## src/rtl/isr_host.sv

```systemverilog
// Sequencer for one iterative square-root unit: operand FIFO, load/guard/run control, one-entry
// result register. Optional RUN watchdog enabled by defining ISR_HOST_TIMEOUT_EN.
module isr_host #(
   parameter int unsigned DEPTH       = 4,
   parameter int unsigned LOAD_CYCLES = 2,
   parameter int unsigned TIMEOUT     = 2048
) (
   input  logic        clock,
   input  logic        reset_n,
   input  logic        in_valid,
   output logic        in_ready,
   input  logic [63:0] in_value,
   output logic        out_valid,
   input  logic        out_ready,
   output logic [31:0] out_root,
   output logic        out_err,
   output logic        busy,
   output logic        isr_reset,
   output logic [63:0] isr_value,
   input  logic [31:0] isr_result,
   input  logic        isr_done
);

   localparam int unsigned PtrW = $clog2(DEPTH);
   localparam int unsigned LcW  = $clog2(LOAD_CYCLES + 1);

   if (DEPTH < 2 || (DEPTH & (DEPTH - 1)) != 0 || LOAD_CYCLES < 1 || TIMEOUT < 1) begin : g_bad
      $error("isr_host: illegal parameter combination");
   end

   typedef enum logic [2:0] {StIdle, StLoad, StGuard, StRun, StWaitOut} state_e;

   state_e             state_q, state_d;
   logic [PtrW:0]      wr_ptr_q, wr_ptr_d, rd_ptr_q, rd_ptr_d;
   logic [63:0]        mem_q [DEPTH];
   logic [63:0]        mem_d [DEPTH];
   logic [63:0]        isr_value_q, isr_value_d;
   logic [LcW-1:0]     load_cnt_q, load_cnt_d;
   logic               out_valid_q, out_valid_d;
   logic [31:0]        out_root_q, out_root_d;
   logic               out_err_q, out_err_d;
   logic               empty, full, push, out_free, aborted;
   logic               capture, cap_err;
   logic [31:0]        cap_root;

`ifdef ISR_HOST_TIMEOUT_EN
   localparam int unsigned TmoW = $clog2(TIMEOUT + 1);
   logic [TmoW-1:0]    tmo_q, tmo_d;
   logic               abort_q, abort_d;
   assign aborted = abort_q;
`else
   assign aborted = 1'b0;
`endif

   assign empty     = (wr_ptr_q == rd_ptr_q);
   assign full      = (wr_ptr_q[PtrW] != rd_ptr_q[PtrW]) &&
                      (wr_ptr_q[PtrW-1:0] == rd_ptr_q[PtrW-1:0]);
   assign in_ready  = reset_n & ~full;
   assign push      = in_valid & in_ready;
   // The result register can take a new root if it is empty or drains this same cycle.
   assign out_free  = ~out_valid_q | out_ready;

   assign out_valid = out_valid_q;
   assign out_root  = out_root_q;
   assign out_err   = out_err_q;
   assign isr_value = isr_value_q;
   assign isr_reset = ~(state_q inside {StGuard, StRun, StWaitOut});
   assign busy      = (state_q != StIdle) | ~empty | out_valid_q;

   always_comb begin
      state_d     = state_q;
      wr_ptr_d    = wr_ptr_q;
      rd_ptr_d    = rd_ptr_q;
      mem_d       = mem_q;
      isr_value_d = isr_value_q;
      load_cnt_d  = load_cnt_q;
      out_valid_d = out_valid_q;
      out_root_d  = out_root_q;
      out_err_d   = out_err_q;
      capture     = 1'b0;
      cap_root    = isr_result;
      cap_err     = 1'b0;
`ifdef ISR_HOST_TIMEOUT_EN
      tmo_d       = tmo_q;
      abort_d     = abort_q;
`endif

      if (out_valid_q && out_ready) out_valid_d = 1'b0;

      if (push) begin
         mem_d[wr_ptr_q[PtrW-1:0]] = in_value;
         wr_ptr_d                  = wr_ptr_q + 1'b1;
      end

      unique case (state_q)
         StIdle: begin
            if (!empty) begin
               isr_value_d = mem_q[rd_ptr_q[PtrW-1:0]];
               rd_ptr_d    = rd_ptr_q + 1'b1;
               load_cnt_d  = LcW'(LOAD_CYCLES - 1);
               state_d     = StLoad;
            end
         end
         StLoad: begin
            if (load_cnt_q == '0) state_d = StGuard;
            else                  load_cnt_d = load_cnt_q - 1'b1;
         end
         StGuard: begin
            // isr_done is ignored here: the unit may still show done from the previous op.
`ifdef ISR_HOST_TIMEOUT_EN
            tmo_d   = '0;
            abort_d = 1'b0;
`endif
            state_d = StRun;
         end
         StRun: begin
            if (isr_done) begin
               if (out_free) begin
                  capture = 1'b1;
                  state_d = StIdle;
               end else begin
                  state_d = StWaitOut;
               end
`ifdef ISR_HOST_TIMEOUT_EN
            end else if (tmo_q == TmoW'(TIMEOUT - 1)) begin
               abort_d  = 1'b1;
               cap_root = '0;
               cap_err  = 1'b1;
               if (out_free) begin
                  capture = 1'b1;
                  state_d = StIdle;
               end else begin
                  state_d = StWaitOut;
               end
            end else begin
               tmo_d = tmo_q + 1'b1;
`endif
            end
         end
         StWaitOut: begin
            cap_root = aborted ? '0 : isr_result;
            cap_err  = aborted;
            if (out_free) begin
               capture = 1'b1;
               state_d = StIdle;
            end
         end
         default: state_d = StIdle;
      endcase

      if (capture) begin
         out_valid_d = 1'b1;
         out_root_d  = cap_root;
         out_err_d   = cap_err;
      end
   end

   always_ff @(posedge clock or negedge reset_n) begin
      if (!reset_n) begin
         state_q     <= StIdle;
         wr_ptr_q    <= '0;
         rd_ptr_q    <= '0;
         mem_q       <= '{default: '0};
         isr_value_q <= '0;
         load_cnt_q  <= '0;
         out_valid_q <= 1'b0;
         out_root_q  <= '0;
         out_err_q   <= 1'b0;
      end else begin
         state_q     <= state_d;
         wr_ptr_q    <= wr_ptr_d;
         rd_ptr_q    <= rd_ptr_d;
         mem_q       <= mem_d;
         isr_value_q <= isr_value_d;
         load_cnt_q  <= load_cnt_d;
         out_valid_q <= out_valid_d;
         out_root_q  <= out_root_d;
         out_err_q   <= out_err_d;
      end
   end

`ifdef ISR_HOST_TIMEOUT_EN
   always_ff @(posedge clock or negedge reset_n) begin
      if (!reset_n) begin
         tmo_q   <= '0;
         abort_q <= 1'b0;
      end else begin
         tmo_q   <= tmo_d;
         abort_q <= abort_d;
      end
   end
`endif

endmodule
```

## config.mk

```make
export PLATFORM = sky130hd
export DESIGN_NAME = isr_host
export DESIGN_NICKNAME = d
export VERILOG_FILES = /design/src/rtl/isr_host.sv
export SDC_FILE = /design/constraint.sdc
export NUM_CORES = 1
export LEC_CHECK = 0
export ABC_AREA = 0
export ABC_CLOCK_PERIOD_IN_PS = 3500
export CORE_UTILIZATION = 53
export CTS_BUF_LIST = sky130_fd_sc_hd__clkbuf_16
export DETAILED_ROUTE_END_ITERATION = 8
export DONT_BUFFER_PORTS = 1
export HOLD_SLACK_MARGIN = 0.05
export PLACE_DENSITY = 0.68
export SLEW_MARGIN = 0
export SYNTH_ARGS = -nofsm -noshare
export SYNTH_HDL_FRONTEND = slang
export SYNTH_SLANG_ARGS = --single-unit
export TNS_END_PERCENT = 1
```

## constraint.sdc

```tcl
create_clock -name clock -period 3.5 [get_ports clock]
set_clock_uncertainty 0.1 [all_clocks]
set_input_delay 0.35 -clock clock [delete_from_list [all_inputs] [get_ports clock]]
set_output_delay 0.35 -clock clock [all_outputs]
set_load 0.01 [all_outputs]
```

==> key figures <==
Run status
  – Outcome: finished, violations left
  – Failing checks: negative hold slack

Route
  – DR pass1 iterations: 4
  – DRC viols: 0
  – Routed Antenna Nets: 0
  – Final WL: 30600 um
  – Vias per Instance: 5.74
  – WL/cell: 22.0 um
  – 1st-iter DRT viols: 379
  – Vias: 8000

Finish
  – Synthesis-to-layout area growth: 17.0%
  – # nets final: 1097
  – Filler cell count: 1992
  – Post-layout util: 63.4%
  – Post-route cell area: 0.0178 mm^2
  – Fraction of layout cells with a size suffix above 1: 47.9%
  – Register area: 0.00912 mm^2
  – Area of the multi-input gates: 0.00584 mm^2
  – Non-Filler Instances: 1393

Global route
  – GRT Util Overall: 21.6%
  – Total congestion overflow: 0
  – Vias in the first global route: 9057
  – Initial antenna violation count: 2
  – First-pass GRT wire length: 48800 um
  – Largest net degree at the start of global routing: 367

STA
  – Crit share post-route: 81.1%
  – RSZ-0062 raised after global routing: no
  – Setup violators final: 0
  – Fin. max-slew vios: 0
  – Setup_tns: 0 ps
  – Slew at the pin closest to its max-slew limit: 1080 ps
  – Final hold slack: -569 ps
  – Worst Slack Setup Final: 663 ps
  – Fmax: 352 MHz
  – Fin crit period: 2840 ps
  – Slew headroom: 27.9%
  – Final Hold Vio Count: 364

Setup path
  – Nature of the critical path endpoint: flop
  – WP data required: 3790 ps
  – Crit path DAT: 3130 ps
  – CP max stage delay: 610 ps
  – Critical path buffers and inverters: 1
  – Slowest CP cell: dfrtp_4
  – CP Class: flop to flop
  – Critical Path, Cell by Cell: xnor2_1, a31oi_2, nand2_4, buf_12, mux2_2
  – Crit-path max FO: 37
  – Delay-heaviest family, CP: flip-flops
  – Crit start category: flop

Floorplan
  – Row count: 61
  – Die Height: 171 um
  – Die X: 171 um
  – Core box area: 0.0280 mm^2
  – Die Footprint: 0.0293 mm^2
  – Starting density of the core: 54.2%
  – Number of primary I/O pins: 202

Clocking
  – Resized cells post-CTS: 0
  – H-tree lvl count: 2
  – CTS Buffer Depth: 3
  – CTS clk-pin slew, worst paths: 50 ps
  – Hold_buf cts: 98
  – Root buf cell: clkbuf_16
  – Clock latency on the worst-skew pair: 510 ps
  – Postcts setup bufs: 0
  – TritonCTS Sinks: 364
  – TritonCTS buffer count: 40
  – CTS tree: done

Placement
  – Post-place instance area: 0.0156 mm^2
  – HPWL Detailed: 18500 um
  – Port-buffer cells: 0
  – GP Congestion: 0.726
  – Setup WS pre-CTS: 613 ps
  – Placed Cells: 1228

Power and ir drop
  – Worst vdd ir: 0.492 mV
  – Pleak: 7.66 nW
  – PD cells: 966 mW/mm^2

Flow run
  – Max Cap Viol: 0

Hold path
  – Hold Path Class: input pin to async pin

Synthesis
  – Synth warn: 0
  – Syn_area_per_cell: 17.0 um^2
  – Total nets after synthesis: 997
  – Cells after synthesis: 890
  – Sequential share of the synthesized area: 60.0%
  – Yosys reg bits: 364
  – Library cells used by synthesis: 29
  – Mapped cell area: 0.0152 mm^2
sequential cells by signal (all words and copies together) (netlist names):
| name | cells |
|---|---|
| rd_ptr_q | 3 |
| load_cnt_q | 2 |
| mem_q | 256 |
| out_valid | 1 |
| state_q | 3 |
| wr_ptr_q | 3 |
| isr_value | 64 |
| out_root | 32 |
cell usage in the layout, fill, tap and decap left out, drive strengths merged, types with 11 or more instances in the layout:
cell         synthesis  layout
clkinv               0      15
mux2               355     355
clkbuf               7      41
nand2               13      13
dlygate4sd3          0      98
dfrtp              364     364
buf                 44      11
inv                  5      12
mux4                64      64
per-stage QoR:
stage / power, mW / hold slack (ps)
floorplan: 11.9 / -45.6
global placement: 12.9 / -35.5
detailed placement: 13.4 / -30.6
CTS: 17.3 / -579
global route: 18.1 / -584
finish: 17.1 / -569
final timing paths:
path / start / cells past startpoint / slack (ps) / end
max reg2reg: rd_ptr_q[0] / 5 / 660 / mem_q[41]
max in group asynchronous: reset_n / 0 / 3070 / rd_ptr_q[0]
min: reset_n / 0 / -570 / mem_q[212]
min in group clock: in_valid / 3 / 120 / wr_ptr_q[0]
min reg2reg: mem_q[65] / 1 / 400 / mem_q[65]
max: rd_ptr_q[0] / 5 / 660 / mem_q[41]
cells in the mapped netlist:
cell | count | area share (%)
dfrtp_1 | 364 | 60
mux2_2 | 355 | 26
mux4_2 | 64 | 9.5
buf_2 | 38 | 1.3
nand2_1 | 13 | 0.32
clkbuf_1 | 7 | 0.17
ha_1 | 6 | 0.49
xnor2_1 | 6 | 0.35
inv_1 | 5 | 0.12
buf_4 | 4 | 0.20
a21oi_1 | 3 | 0.099
nor2_1 | 3 | 0.074
o21ai_0 | 3 | 0.099
a31oi_2 | 2 | 0.16
buf_1 | 2 | 0.049
xor2_1 | 2 | 0.12
a211oi_1 | 1 | 0.049
a21boi_0 | 1 | 0.049
a221oi_1 | 1 | 0.058
a32oi_1 | 1 | 0.058
and2_1 | 1 | 0.041
and3_1 | 1 | 0.041
conb_1 | 1 | 0.025
mux2i_1 | 1 | 0.066
nand2b_1 | 1 | 0.041
nand3b_1 | 1 | 0.049
nor2b_1 | 1 | 0.041
nor3b_1 | 1 | 0.049
or3_1 | 1 | 0.041
cell families after synthesis:
group	share of synthesized area, %
muxes	35.9
DFF	60.0
buffers and inverters	1.80
and+or+nand+nor	0.701
AOI/OAI and AO/OA	0.577
xor gates and xnor gates	0.462
adders and majority gates	0.495
other	0.0247
power breakdown:
group	switching, mW	total (mW)	internal [mW]
clock network	1.54	3.78	2.24
registers	1.52	7.88	6.35
logic	2.01	5.49	3.47
routing by layer:
layer / part of all wire, % / track usage [%]
met1: 41 / 26.5
met2: 53 / 38.7
met4: 1.8 / 5.98
met3: 4.9 / 4.23
met5: 0 / 0
area by class of cell:
cell class | instances | share of cell area, %
flip-flops and latches | 364 | 51.3
multi-input cells | 470 | 32.9
repair buffers | 109 | 6.34
clock buffers | 41 | 5.78
well taps | 378 | 2.66
clock inverters | 24 | 0.825
inverters | 5 | 0.106
diodes | 2 | 0.0282
Note: power is estimated with default switching activity, not from simulation.
